## config.mk

```make
export PLATFORM = sky130hd
export DESIGN_NAME = muldiv_ctrl
export DESIGN_NICKNAME = d
export VERILOG_FILES = /design/src/rtl/muldiv_pkg.sv /design/src/rtl/muldiv_mul33.sv /design/src/rtl/muldiv_ctrl.sv
export SDC_FILE = /design/constraint.sdc
export NUM_CORES = 2
export LEC_CHECK = 0
export BUFFER_PORTS_ARGS = -buffer_cell sky130_fd_sc_hd__buf_2
export CORE_UTILIZATION = 35
export DETAILED_ROUTE_END_ITERATION = 10
export PLACE_DENSITY = 0.61
export SYNTH_ARGS = -nofsm -noshare
export SYNTH_HDL_FRONTEND = slang
export SYNTH_SLANG_ARGS = --single-unit
```

## constraint.sdc

```tcl
create_clock -name clock -period 10 [get_ports clock]
set_input_delay 0.5 -clock clock [delete_from_list [all_inputs] [get_ports clock]]
set_output_delay 0.5 -clock clock [all_outputs]
set_load 0.02 [all_outputs]
```

## src/rtl/muldiv_pkg.sv

```systemverilog
// Shared opcode codes and FSM encoding for the EX-stage multiply/divide controller.
// Decode and EX import this so the MD_* codes have a single definition.
package muldiv_pkg;

   localparam logic [2:0] MD_NONE  = 3'd0;
   localparam logic [2:0] MD_MULT  = 3'd1;
   localparam logic [2:0] MD_MULTU = 3'd2;
   localparam logic [2:0] MD_DIV   = 3'd3;
   localparam logic [2:0] MD_DIVU  = 3'd4;

   typedef enum logic [1:0] {
      ST_IDLE    = 2'd0,
      ST_DIV_RUN = 2'd1,
      ST_MUL_RUN = 2'd2,
      ST_HOLD    = 2'd3
   } md_state_e;

   function automatic logic md_is_mul(input logic [2:0] op);
      return (op == MD_MULT) || (op == MD_MULTU);
   endfunction

   function automatic logic md_is_div(input logic [2:0] op);
      return (op == MD_DIV) || (op == MD_DIVU);
   endfunction

endpackage

```

## src/rtl/muldiv_mul33.sv

```systemverilog
// Registered 33x33 signed multiply, one cycle latency; only the low 64 product bits are kept.
// Operands arrive already sign- or zero-extended to 33 bits, so MULT and MULTU share one multiplier.
module muldiv_mul33
   import muldiv_pkg::*;
(
   input  logic        clock,
   input  logic        reset,
   input  logic        load,
   input  logic [32:0] a,
   input  logic [32:0] b,
   output logic [63:0] product
);

   logic signed [63:0] a_ext;
   logic signed [63:0] b_ext;
   logic signed [63:0] prod_low;

   // Widening to 64 bits before multiplying yields exactly the low 64 bits of the 66-bit product.
   assign a_ext    = $signed({{31{a[32]}}, a});
   assign b_ext    = $signed({{31{b[32]}}, b});
   assign prod_low = a_ext * b_ext;

   always_ff @(posedge clock) begin
      if (!reset) begin
         product <= '0;
      end else if (load) begin
         product <= prod_low;
      end
   end

endmodule

```

## src/rtl/muldiv_ctrl.sv

```systemverilog
// EX-stage control for MULT/MULTU/DIV/DIVU: drives an external divider, owns the multiplier,
// stalls the pipe while busy and presents {hi,lo} until the pipeline advances.
//
//  state      | meaning
//  -----------+-------------------------------------------------------------
//  ST_IDLE    | no operation in flight; accepts a new MD op from EX
//  ST_DIV_RUN | div_start held high, operands latched, waiting for div_done
//  ST_MUL_RUN | registered product available, copied into hi/lo this cycle
//  ST_HOLD    | res_valid high until pipe_advance; no stall
module muldiv_ctrl
   import muldiv_pkg::*;
(
   input  logic        clock,
   input  logic        reset,
   input  logic        ex_valid,
   input  logic [2:0]  ex_op,
   input  logic [31:0] ex_opa,
   input  logic [31:0] ex_opb,
   input  logic        flush,
   input  logic        pipe_advance,
   output logic        stall_req,
   output logic        div_start,
   output logic        div_unsigned,
   output logic [31:0] div_opa,
   output logic [31:0] div_opb,
   input  logic [63:0] div_result,
   input  logic        div_done,
   output logic        res_valid,
   output logic [31:0] res_hi,
   output logic [31:0] res_lo
);

   md_state_e   state;
   md_state_e   state_nxt;
   logic        div_start_nxt;
   logic        div_unsigned_nxt;
   logic        res_valid_nxt;
   logic [31:0] div_opa_nxt;
   logic [31:0] div_opb_nxt;
   logic [31:0] res_hi_nxt;
   logic [31:0] res_lo_nxt;

   logic        op_mul;
   logic        op_div;
   logic        issue;
   logic        mul_signed;
   logic        mul_load;
   logic [32:0] mul_a;
   logic [32:0] mul_b;
   logic [63:0] product;

   // Undefined opcodes fall through both decodes and therefore never issue.
   assign op_mul     = md_is_mul(ex_op);
   assign op_div     = md_is_div(ex_op);
   assign issue      = ex_valid & (op_mul | op_div) & ~flush & (state == ST_IDLE);
   assign stall_req  = issue | (state == ST_DIV_RUN) | (state == ST_MUL_RUN);

   assign mul_signed = (ex_op == MD_MULT);
   assign mul_a      = {mul_signed & ex_opa[31], ex_opa};
   assign mul_b      = {mul_signed & ex_opb[31], ex_opb};
   assign mul_load   = issue & op_mul;

   muldiv_mul33 u_mul33 (
      .clock   (clock),
      .reset   (reset),
      .load    (mul_load),
      .a       (mul_a),
      .b       (mul_b),
      .product (product)
   );

   always_comb begin
      state_nxt        = state;
      div_start_nxt    = div_start;
      div_unsigned_nxt = div_unsigned;
      div_opa_nxt      = div_opa;
      div_opb_nxt      = div_opb;
      res_valid_nxt    = res_valid;
      res_hi_nxt       = res_hi;
      res_lo_nxt       = res_lo;

      case (state)
         ST_IDLE: begin
            if (issue && op_div) begin
               state_nxt        = ST_DIV_RUN;
               div_start_nxt    = 1'b1;
               div_unsigned_nxt = (ex_op == MD_DIVU);
               div_opa_nxt      = ex_opa;
               div_opb_nxt      = ex_opb;
            end else if (issue) begin
               state_nxt = ST_MUL_RUN;
            end
         end
         ST_DIV_RUN: begin
            if (div_done) begin
               state_nxt     = ST_HOLD;
               div_start_nxt = 1'b0;
               res_valid_nxt = 1'b1;
               res_hi_nxt    = div_result[63:32];
               res_lo_nxt    = div_result[31:0];
            end
         end
         ST_MUL_RUN: begin
            state_nxt     = ST_HOLD;
            res_valid_nxt = 1'b1;
            res_hi_nxt    = product[63:32];
            res_lo_nxt    = product[31:0];
         end
         ST_HOLD: begin
            if (pipe_advance) begin
               state_nxt     = ST_IDLE;
               res_valid_nxt = 1'b0;
            end
         end
         default: begin
            state_nxt = ST_IDLE;
         end
      endcase

      // A flush kills whatever is in flight, including a result arriving in the same cycle.
      if (flush) begin
         state_nxt     = ST_IDLE;
         div_start_nxt = 1'b0;
         res_valid_nxt = 1'b0;
         res_hi_nxt    = res_hi;
         res_lo_nxt    = res_lo;
      end
   end

   always_ff @(posedge clock) begin
      if (!reset) begin
         state        <= ST_IDLE;
         div_start    <= 1'b0;
         div_unsigned <= 1'b0;
         div_opa      <= '0;
         div_opb      <= '0;
         res_valid    <= 1'b0;
         res_hi       <= '0;
         res_lo       <= '0;
      end else begin
         state        <= state_nxt;
         div_start    <= div_start_nxt;
         div_unsigned <= div_unsigned_nxt;
         div_opa      <= div_opa_nxt;
         div_opb      <= div_opb_nxt;
         res_valid    <= res_valid_nxt;
         res_hi       <= res_hi_nxt;
         res_lo       <= res_lo_nxt;
      end
   end

endmodule

```

==> results.json <==
{
  "finalSetupViolCount": 0,
  "worstHoldStart": "div_result[10]",
  "drt-initial-drc-count": 2095,
  "cp_max_fo": 14,
  "vias_per_cell": 4.98,
  "drive_gt1_share_pct": 7.92,
  "grt_busiest_layer": "met2",
  "antenna_found_initial": 6,
  "final.setup.tns_ns": 0,
  "synth.distinct_cells": 72,
  "max-cap-violations": 0,
  "syn_inst": 5112,
  "cts_resized": 0,
  "reg2reg_to": "u_mul33.product[54]$_SDFFE_PN0P_",
  "cts-buffers-inserted": 17,
  "period_share_pct": 88.5,
  "syn2layout_area_growth_pct": 7.71,
  "yosysSeqAreaShare_pct": 8.66,
  "start_util_pct": 35.2,
  "die_x_um": 363,
  "yosys.area.top_type": "fa_1",
  "syn_area_um2": 45600,
  "syn_avg_cell_area_um2": 8.91,
  "final.setup_skew_ns": 0.0174,
  "rows": 132,
  "synth_fp_nets": 6590,
  "drc_errors": 0,
  "clock.fmax_mhz": 113,
  "min_delay_path_depth": 3,
  "grt_usage_pct": 21.8,
  "reg2reg_depth": 8,
  "cts_tree": "built",
  "via_count": 34400,
  "use_met1_pct": 25.5,
  "gp_congestion": 0.919,
  "ios": 269,
  "hpwl_um": 108000,
  "end_kind": "flop",
  "async_flop_share_pct": 0,
  "grt-ovfl-total": 0,
  "ctsRootBufferMaster": "clkbuf_16",
  "status": "finished, final reports clean",
  "met3_usage_pct": 3.31,
  "num_antenna_cells": 0,
  "synth_top_area_share_pct": 49.4,
  "fp.dieH_um": 363,
  "fin_nets": 6628,
  "clock_tree.buffer_depth": 2,
  "ant_nets": 0,
  "cp.arrival_ns": 9.33,
  "cp-start-kind": "primary input",
  "hold_viol_final": 0,
  "cp.required_ns": 10.47,
  "synth_edf_count": 0,
  "cts.sinks": 197,
  "core_um2": 129000,
  "grt_use_met2_pct": 38.7,
  "rsz0062_at_grt": "false",
  "ys_warn_count": 0,
  "crit_type": "primary input to flop",
  "fin_crit_ns": 8.85,
  "clock_latency_ns": 0.55,
  "dieArea_um2": 132000,
  "synth_commonest_cells": "1138 x inv_1, 1125 x fa_1, 1000 x nand2_1",
  "numPortBuffers": 268,
  "r2r_slack_ns": 6.97,
  "ys.flop_type": "dfxtp_1",
  "grt_max_degree": 95,
  "min_to": "res_lo[10]$_SDFFE_PN0P_",
  "synth_most_common_cell": "inv_1",
  "worstMarginPinSlew_ns": 1.13,
  "synth_seq_cells": 197,
  "grt_pass1_wl_um": 216000,
  "fillers": 13100,
  "cts_setup_buffers": 0,
  "relSlewSlack_pct": 24.5,
  "grt_pass1_vias": 36800,
  "cts_max_level": 4,
  "drt_pass1_iterations": 6,
  "clkTransAtPathRegs_ns": 0.10,
  "rr_startpoint": "state[0]$_SDFFE_PP0P_",
  "ys_top_cells_by_area": "fa_1 49%, inv_1 9.4%, dfxtp_1 8.7%",
  "drv_slew": 0,
  "drt-total-wl_um": 139000,
  "ctsHoldBuffers": 0,
  "wire_per_inst_um": 20.1,
  "hp-class": "primary input to flop"
}
==> per-layer routing <==
layer | part of all wire [%] | vias up
li1 | - | 15000
met1 | 37 | 18000
met2 | 52 | 1065
met3 | 5.4 | 307
met4 | 5.2 | 4
met5 | 0.019 | -
==> area by class of cell <==
type                       count  area [um2]  area share [%]
multi-input combinational   3466       36200            73.8
inverter                    1138        4280            8.71
sequential                   197        3940            8.04
tap                         1742        2180            4.44
timing repair buffer         330        1820            3.71
clock buffer                  17         425           0.867
clock inverter                15         223           0.454
==> critical path, stage by stage <==
cell and delay (ns):
buf_2 0.15, nor3b_2 0.40, and2_1 0.30, buf_4 0.26
nand2_1 0.16, inv_1 0.11, fa_1 0.39, inv_1 0.23
fa_1 0.51, inv_1 0.20, fa_1 0.49, fa_1 0.72
inv_1 0.33, fa_1 0.57, fa_1 0.56, fa_1 0.43
fa_1 0.50, inv_1 0.04, ha_1 0.41, nand4_1 0.21
nor4_1 0.46, nand2_1 0.14, a31oi_1 0.21, a2111oi_2 0.11
o31ai_1 0.48, a31oi_1 0.17, xor2_1 0.16, o21ai_0 0.13
==> sequential cells by signal, indices dropped and copies added (netlist names) <==
signal / cells
state: 2
res_valid: 1
div_start: 1
res_hi: 32
div_opb: 32
u_mul33.product: 64
div_opa: 32
div_unsigned: 1
res_lo: 32
==> worst max-delay path by stage <==
stage / startpoint / to / depth (start not counted)
3_5_place_dp: ex_op[2] / u_mul33.product[60]$_SDFFE_PN0P_ / 28
2_1_floorplan: ex_op[2] / u_mul33.product[60]$_SDFFE_PN0P_ / 30
3_3_place_gp: ex_op[2] / u_mul33.product[60]$_SDFFE_PN0P_ / 28
6_report: ex_op[2] / u_mul33.product[60]$_SDFFE_PN0P_ / 28
5_1_grt: ex_op[2] / u_mul33.product[60]$_SDFFE_PN0P_ / 28
4_1_cts: ex_op[2] / u_mul33.product[60]$_SDFFE_PN0P_ / 28
==> metrics by stage <==
stage | hold slack (ns) | std cells | cell area (um2) | worst slack [ns] | util, %
6_report | 0.272 | 6905 | 49100 | 1.15 | 37.9
5_1_grt | 0.258 | 6905 | 49100 | 0.571 | 37.9
4_1_cts | 0.251 | 6905 | 49100 | 1.10 | 37.9
3_5_place_dp | 0.443 | 6873 | 48400 | 0.557 | 37.4
3_3_place_gp | 0.440 | 6873 | 48400 | 0.674 | 37.4
2_1_floorplan | 0.432 | 5112 | 45600 | 1.17 | -
==> cells in the final DEF, fill, tap and decap left out, types with 69 or more instances in the layout <==
master,count
inv_1,1137
fa_1,1125
nand2_1,999
and2_1,307
buf_2,268
ha_1,215
dfxtp_1,197
a21oi_1,170
nor2_1,134
a211oi_1,72
mux2i_1,69
==> cell families after synthesis <==
logic type	count (synthesis)	share of synthesized area, %
adder cells (fa/ha/maj)	1341	55.4
XOR/XNOR	60	1.15
AO/OA/AOI/OAI	418	5.92
AND/OR/NAND/NOR	1578	15.4
buffers and inverters	1449	12.0
multiplexers	69	1.52
flip-flops	197	8.66
Power is not shown: default switching activity piles up to over one toggle a cycle in this logic, so the estimate is an artifact.
